**src/rtl/mips_pkg.sv**
```systemverilog
// Shared definitions for the MIPS front-end pipeline registers.
package mips_pkg;

  localparam logic [31:0] NOP_INSTR        = 32'h0000_0000;
  localparam int unsigned ALUCTL_W         = 3;
  localparam int unsigned REG_ADDR_W       = 5;
  localparam logic [31:0] DEFAULT_RESET_PC = 32'h0000_0000;

  // Execute-stage control bundle carried through ID/EX.
  typedef struct packed {
    logic                regWrite;
    logic                memtoReg;
    logic                memWrite;
    logic                aluSrc;
    logic                regDst;
    logic [ALUCTL_W-1:0] aluControl;
  } ctrlE_t;

  // IF/ID payload; an all-zero value is a NOP bubble.
  typedef struct packed {
    logic        valid;
    logic [31:0] instr;
    logic [31:0] pcPlus4;
  } ifId_t;

  // ID/EX payload; an all-zero value is a bubble that writes nothing.
  typedef struct packed {
    logic                  valid;
    ctrlE_t                ctrl;
    logic [31:0]           rd1;
    logic [31:0]           rd2;
    logic [31:0]           signImm;
    logic [REG_ADDR_W-1:0] rs;
    logic [REG_ADDR_W-1:0] rt;
    logic [REG_ADDR_W-1:0] rd;
  } idEx_t;

endpackage

```
**src/rtl/pipe_flop_enclr.sv**
```systemverilog
// Generic pipeline register: async active-low reset, enable, synchronous clear.
// Clear only takes effect on enabled cycles, so a held stage keeps its contents.
module pipe_flop_enclr #(
  parameter int unsigned       WIDTH     = 32,
  parameter logic [WIDTH-1:0]  RESET_VAL = '0
) (
  input  logic             clk,
  input  logic             rst_n,
  input  logic             en,
  input  logic             clr,
  input  logic [WIDTH-1:0] d,
  output logic [WIDTH-1:0] q
);

  // Register update: hold when disabled, zero on clear, else load.
  always_ff @(posedge clk or negedge rst_n) begin
    if (!rst_n) begin
      q <= RESET_VAL;
    end else if (en) begin
      if (clr) q <= '0;
      else     q <= d;
    end
  end

endmodule

```
**src/rtl/pipe_ctrl_regs.sv**
```systemverilog
// Front-end pipeline register bank: PC, IF/ID and ID/EX registers with
// stall/flush handling, stall and bubble counters and a stall watchdog.
module pipe_ctrl_regs
  import mips_pkg::*;
#(
  parameter logic [31:0] RESET_PC  = DEFAULT_RESET_PC,
  parameter int unsigned MAX_STALL = 16,
  parameter int unsigned CNT_W     = 16
) (
  input  logic                  clk,
  input  logic                  rst_n,
  input  logic [31:0]           PCNextF,
  input  logic [31:0]           InstrF,
  input  logic [31:0]           PCPlus4F,
  input  logic                  StallF,
  input  logic                  StallD,
  input  logic                  FlushD,
  input  logic                  FlushE,
  input  logic                  RegWriteD,
  input  logic                  MemtoRegD,
  input  logic                  MemWriteD,
  input  logic                  ALUSrcD,
  input  logic                  RegDstD,
  input  logic [ALUCTL_W-1:0]   ALUControlD,
  input  logic [31:0]           RD1D,
  input  logic [31:0]           RD2D,
  input  logic [31:0]           SignImmD,
  input  logic [REG_ADDR_W-1:0] RsD,
  input  logic [REG_ADDR_W-1:0] RtD,
  input  logic [REG_ADDR_W-1:0] RdD,
  input  logic                  CntClr,
  output logic [31:0]           PCF,
  output logic [31:0]           InstrD,
  output logic [31:0]           PCPlus4D,
  output logic                  ValidD,
  output logic                  RegWriteE,
  output logic                  MemtoRegE,
  output logic                  MemWriteE,
  output logic                  ALUSrcE,
  output logic                  RegDstE,
  output logic [ALUCTL_W-1:0]   ALUControlE,
  output logic [31:0]           RD1E,
  output logic [31:0]           RD2E,
  output logic [31:0]           SignImmE,
  output logic [REG_ADDR_W-1:0] RsE,
  output logic [REG_ADDR_W-1:0] RtE,
  output logic [REG_ADDR_W-1:0] RdE,
  output logic                  ValidE,
  output logic [CNT_W-1:0]      StallCount,
  output logic [CNT_W-1:0]      BubbleCount,
  output logic                  StallTimeout
);

  localparam int unsigned IfIdW    = $bits(ifId_t);
  localparam int unsigned IdExW    = $bits(idEx_t);
  localparam logic [8:0]  MaxStall = 9'(MAX_STALL);

  ifId_t ifIdD, ifIdQ;
  idEx_t idExD, idExQ;

  logic [7:0] runCnt;
  logic [8:0] runInc;

  // PC register: StallF holds the fetch PC.
  pipe_flop_enclr #(
    .WIDTH     (32),
    .RESET_VAL (RESET_PC)
  ) uPcReg (
    .clk   (clk),
    .rst_n (rst_n),
    .en    (~StallF),
    .clr   (1'b0),
    .d     (PCNextF),
    .q     (PCF)
  );

  // Build the IF/ID payload; a flush clears it to a NOP with ValidD=0.
  always_comb begin
    ifIdD         = '0;
    ifIdD.valid   = 1'b1;
    ifIdD.instr   = InstrF;
    ifIdD.pcPlus4 = PCPlus4F;
  end

  // IF/ID register: stall beats flush because clear is gated by enable.
  pipe_flop_enclr #(
    .WIDTH     (IfIdW),
    .RESET_VAL ({1'b0, NOP_INSTR, 32'h0})
  ) uIfIdReg (
    .clk   (clk),
    .rst_n (rst_n),
    .en    (~StallD),
    .clr   (FlushD),
    .d     (ifIdD),
    .q     (ifIdQ)
  );

  assign InstrD   = ifIdQ.instr;
  assign PCPlus4D = ifIdQ.pcPlus4;
  assign ValidD   = ifIdQ.valid;

  // Build the ID/EX payload from decode outputs and the D-stage valid bit.
  always_comb begin
    idExD                 = '0;
    idExD.valid           = ifIdQ.valid;
    idExD.ctrl.regWrite   = RegWriteD;
    idExD.ctrl.memtoReg   = MemtoRegD;
    idExD.ctrl.memWrite   = MemWriteD;
    idExD.ctrl.aluSrc     = ALUSrcD;
    idExD.ctrl.regDst     = RegDstD;
    idExD.ctrl.aluControl = ALUControlD;
    idExD.rd1             = RD1D;
    idExD.rd2             = RD2D;
    idExD.signImm         = SignImmD;
    idExD.rs              = RsD;
    idExD.rt              = RtD;
    idExD.rd              = RdD;
  end

  // ID/EX register: never stalls; FlushE inserts an all-zero bubble.
  pipe_flop_enclr #(
    .WIDTH     (IdExW),
    .RESET_VAL ('0)
  ) uIdExReg (
    .clk   (clk),
    .rst_n (rst_n),
    .en    (1'b1),
    .clr   (FlushE),
    .d     (idExD),
    .q     (idExQ)
  );

  assign ValidE      = idExQ.valid;
  assign RegWriteE   = idExQ.ctrl.regWrite;
  assign MemtoRegE   = idExQ.ctrl.memtoReg;
  assign MemWriteE   = idExQ.ctrl.memWrite;
  assign ALUSrcE     = idExQ.ctrl.aluSrc;
  assign RegDstE     = idExQ.ctrl.regDst;
  assign ALUControlE = idExQ.ctrl.aluControl;
  assign RD1E        = idExQ.rd1;
  assign RD2E        = idExQ.rd2;
  assign SignImmE    = idExQ.signImm;
  assign RsE         = idExQ.rs;
  assign RtE         = idExQ.rt;
  assign RdE         = idExQ.rd;

  // Stall counter: saturating, clear wins over increment.
  always_ff @(posedge clk or negedge rst_n) begin
    if (!rst_n) begin
      StallCount <= '0;
    end else if (CntClr) begin
      StallCount <= '0;
    end else if (StallF && (StallCount != '1)) begin
      StallCount <= StallCount + CNT_W'(1);
    end
  end

  // Bubble counter: same rule, counting FlushE cycles.
  always_ff @(posedge clk or negedge rst_n) begin
    if (!rst_n) begin
      BubbleCount <= '0;
    end else if (CntClr) begin
      BubbleCount <= '0;
    end else if (FlushE && (BubbleCount != '1)) begin
      BubbleCount <= BubbleCount + CNT_W'(1);
    end
  end

  // Value the run counter takes on this edge if StallF stays high.
  assign runInc = {1'b0, runCnt} + 9'd1;

  // Consecutive-stall run counter, saturating at 255.
  always_ff @(posedge clk or negedge rst_n) begin
    if (!rst_n) begin
      runCnt <= '0;
    end else if (!StallF) begin
      runCnt <= '0;
    end else if (runCnt != 8'hFF) begin
      runCnt <= runInc[7:0];
    end
  end

  // Sticky watchdog flag: set on the edge the run reaches MAX_STALL.
  always_ff @(posedge clk or negedge rst_n) begin
    if (!rst_n) begin
      StallTimeout <= 1'b0;
    end else if (StallF && (runInc >= MaxStall)) begin
      StallTimeout <= 1'b1;
    end
  end

endmodule
```
**config.mk**
```make
export PLATFORM = sky130hd
export DESIGN_NAME = pipe_ctrl_regs
export DESIGN_NICKNAME = d
export VERILOG_FILES = /design/src/rtl/mips_pkg.sv /design/src/rtl/pipe_flop_enclr.sv /design/src/rtl/pipe_ctrl_regs.sv
export SDC_FILE = /design/constraint.sdc
export NUM_CORES = 1
export LEC_CHECK = 0
export CAP_MARGIN = 15
export CORE_AREA = 2 2 182 184
export DETAILED_ROUTE_END_ITERATION = 10
export DIE_AREA = 0 0 184 186
export HOLD_SLACK_MARGIN = 0.08
export MAX_ROUTING_LAYER = met4
export PLACE_DENSITY = 0.66
export SLEW_MARGIN = 25
export SYNTH_ARGS = -nofsm -noshare
export SYNTH_HDL_FRONTEND = slang
export SYNTH_SLANG_ARGS = --single-unit
```
**constraint.sdc**
```tcl
create_clock -name clk -period 1.8 [get_ports clk]
set_input_delay 0.18 -clock clk [delete_from_list [all_inputs] [get_ports clk]]
set_output_delay 0.18 -clock clk [all_outputs]
set_load 0.01 [all_outputs]
```
==> impl_metrics.yaml <==
timing:
  fin_crit_sh: 0.969
  layout_min_cycle_time_ns: 1.74
  finalMaxSlewViolations: 0
  worst_slack_ns: 0.0558
  slew-limit-headroom: 0.590
  tightest_slew_ns: 0.615
  clock_skew_ns: 0.00689
  hold_viol_final: 0
  finalSetupTns_ns: 0
  grt_setup_unrepaired: "true"
  setup_viol: 0
  max_freq_ghz: 0.573
cells_and_area:
  areaGrowthSynthToFinish_pct: 66.1
  fillers: 2891
  fin_cells: 1769
  final_core_util: 0.510
  regArea_sq_um: 6460
  multi_input_area_sq_um: 3260
  nets: 1561
  layout-drive-gt1-share: 0.109
yosys:
  synth.distinct_cells: 47
  synth_top_area_cell: "dfrtp_1"
  synth.most_common_cell: "dfrtp_1"
  syn-cell-area_sq_um: 9890
  postSynthCellCount: 833
  async_flop_share: 1.00
  synth_top_area_frac: 0.653
  syn_area_per_cell_sq_um: 11.9
  synth-seq-cells: 258
  ys_seq_area_frac: 0.653
  synth.area.top_cells: "dfrtp_1 65%, nor2b_1 7.7%, nand2b_1 4.1%, o21ai_0 4.1%, mux2_2 3.8%"
  ys_warn_count: 0
  synth_top_flop_cell: "dfrtp_1"
  synth.top_cells.by_count: "258 x dfrtp_1, 122 x nor2b_1, 81 x o21ai_0, 75 x nand2_1, 65 x nand2b_1"
  synth_fp_nets: 1058
  synth_edf_count: 0
floorplan:
  die_y_um: 186
  rows: 66
  core-area_sq_um: 32200
  dieArea_sq_um: 34200
  io_pins: 472
  start_util: 0.307
  die_w_um: 184
critical_path:
  cp_cell_sequence: "ha_4 > nand4_1 > o41ai_2 > buf_4 > mux2i_1 > nor2_1"
  arrival_ns: 2.15
  crit_type: "flip-flop to flip-flop"
  endpoint_kind: "flip-flop"
  worstPathRequired_ns: 2.21
  max_stage_delay_ns: 0.39
  crit_path_max_fanout: 7
  worstSetupStartpointType: "flip-flop"
  crit_slowest_cell: "dfrtp_1"
placement:
  place_worst_setup_slack_ns: 0.0244
  place_hpwl_um: 22800
  place.gp.congestion: 0.837
  port_buffers: 471
  dpl.cell_count: 1703
drt:
  vias: 7967
  drc: 0
  final_antenna_net_count: 0
  viasPerCell: 4.50
  wl_um: 30600
  drt_iter0_drc: 384
  wl_per_cell_um: 17.3
  drt-pass1-iter-count: 4
grt:
  grt_pass1_wl_um: 46300
  grt_pass1_vias: 8044
  grt_max_degree: 131
  grt_usage: 0.180
  grt_overflow: 0
  antenna_found_initial: 1
clocking:
  cts_root_buffer: "clkbuf_16"
  cts_buffers: 30
  clockBufferDepth: 3
  insertion_delay_ns: 0.54
  cts_tree: "yes"
  cts_max_level: 1
  path_clk_slew_ns: 0.06
  clock_sinks: 258
run_status:
  outcome: "finished, final reports clean"
pwr:
  p_per_area_nw_per_um2: 868
  p_leak_nw: 7.08
  ir_drop_uv: 707
flow_run:
  drv_cap: 0
min_path:
  min_path_type: "primary input to flip-flop"
## worst max-delay path: cells and delay by family, from the launching register on
kind	cells	cell delay, ns
adders and majority gates	1	0.16
and+or+nand+nor	2	0.31
muxes	1	0.19
DFF	1	0.39
AOI/OAI and AO/OA	1	0.34
buffers and inverters	1	0.22
## cell usage in the layout, fill, tap and decap left out, types with 4 or more instances in the layout
cell type        synthesis  layout
a21oi_1                 22      21
a31oi_1                  4       4
and4_1                   7       6
buf_12                   0       8
buf_4                    2      36
clkbuf_1                37       9
clkbuf_16                0      31
clkbuf_8                 0       9
clkdlybuf4s50_1          0     451
clkinv_2                 0       4
dfrtp_1                258     251
dfrtp_2                  0       7
dlymetal6s2s_1           0      13
inv_1                    7       7
mux2_2                  33      33
nand2_1                 75      75
nand2b_1                65      65
nand3_1                 13      12
nand4_1                 10      10
nor2_1                  15      15
nor2b_1                122     122
nor3_1                   7       7
o21ai_0                 81      80
o31ai_1                  8       8
or3_1                   12      12
or4_1                    7       7
xnor2_1                  5       5
## timing repair
item,CTS,global route
buffers inserted,3,2
setup endpoints to repair,4,37
pin swaps,0,8
resized for setup,3,30
hold endpoints to repair,231,0
gates cloned,0,1
hold buffers,3,0
## cells by family after synthesis
group / after synthesis / synth area share
AND/OR/NAND/NOR: 350 / 0.203
flip-flops: 258 / 0.653
AO/OA/AOI/OAI: 126 / 0.0725
buffers and inverters: 53 / 0.0210
multiplexers: 35 / 0.0396
XOR/XNOR: 8 / 0.00709
adder cells (fa/ha/maj): 3 / 0.00380
## layer usage
metal	global-route usage	routed length [um]
met5	-	0
met3	0.0642	2660
met2	0.296	15200
met4	0.0560	858
met1	0.206	11900
## registers in the layout (all words and copies together) (netlist names)
name and cells:
BubbleCount 16, StallCount 16, StallTimeout 1, runCnt 8, uIdExReg.q 120, uIfIdReg.q 65, uPcReg.q 32
## power breakdown
| group | internal [mW] | leakage (nW) | switching, mW |
|---|---|---|---|
| logic | 1.27 | 3.28 | 0.814 |
| clock network | 3.52 | 0.479 | 2.37 |
| registers | 6.14 | 3.32 | 0.154 |
## stage by stage
stage / total power, mW / hold slack [ns] / cell area [sq um]
floorplan: 6.98 / -0.116 / 9890
global placement: 8.47 / 0.198 / 15300
detailed placement: 8.49 / 0.202 / 15300
CTS: 14.5 / 0.139 / 16300
global route: 14.9 / 0.142 / 16400
finish: 14.3 / 0.159 / 16400
## layout make-up
type / count / area share
tap: 408 / 0.0311
multi-input combinational: 522 / 0.198
clock inverter: 6 / 0.00236
clock buffer: 49 / 0.0568
antenna: 2 / 0.000305
sequential: 258 / 0.394
inverter: 7 / 0.00160
timing repair buffer: 517 / 0.316
## worst paths after layout
| kind | cells after the start | slack [ns] | start | end |
|---|---|---|---|---|
| max | 6 | 0.06 | StallCount[1]$_DFFE_PN0P_ | StallCount[1]$_DFFE_PN0P_ |
| min reg2reg | 2 | 0.48 | uIfIdReg.q[22]$_DFFE_PN0N_ | uIfIdReg.q[22]$_DFFE_PN0N_ |
| max reg2reg | 6 | 0.06 | StallCount[1]$_DFFE_PN0P_ | StallCount[1]$_DFFE_PN0P_ |
| min in group asynchronous | 2 | 0.21 | rst_n | BubbleCount[6]$_DFFE_PN0P_ |
| min | 4 | 0.16 | StallD | uIfIdReg.q[41]$_DFFE_PN0N_ |
| max in group asynchronous | 3 | 0.95 | rst_n | uIdExReg.q[13]$_DFF_PN0_ |
No activity file was read; power rests on OpenSTA's default activity.
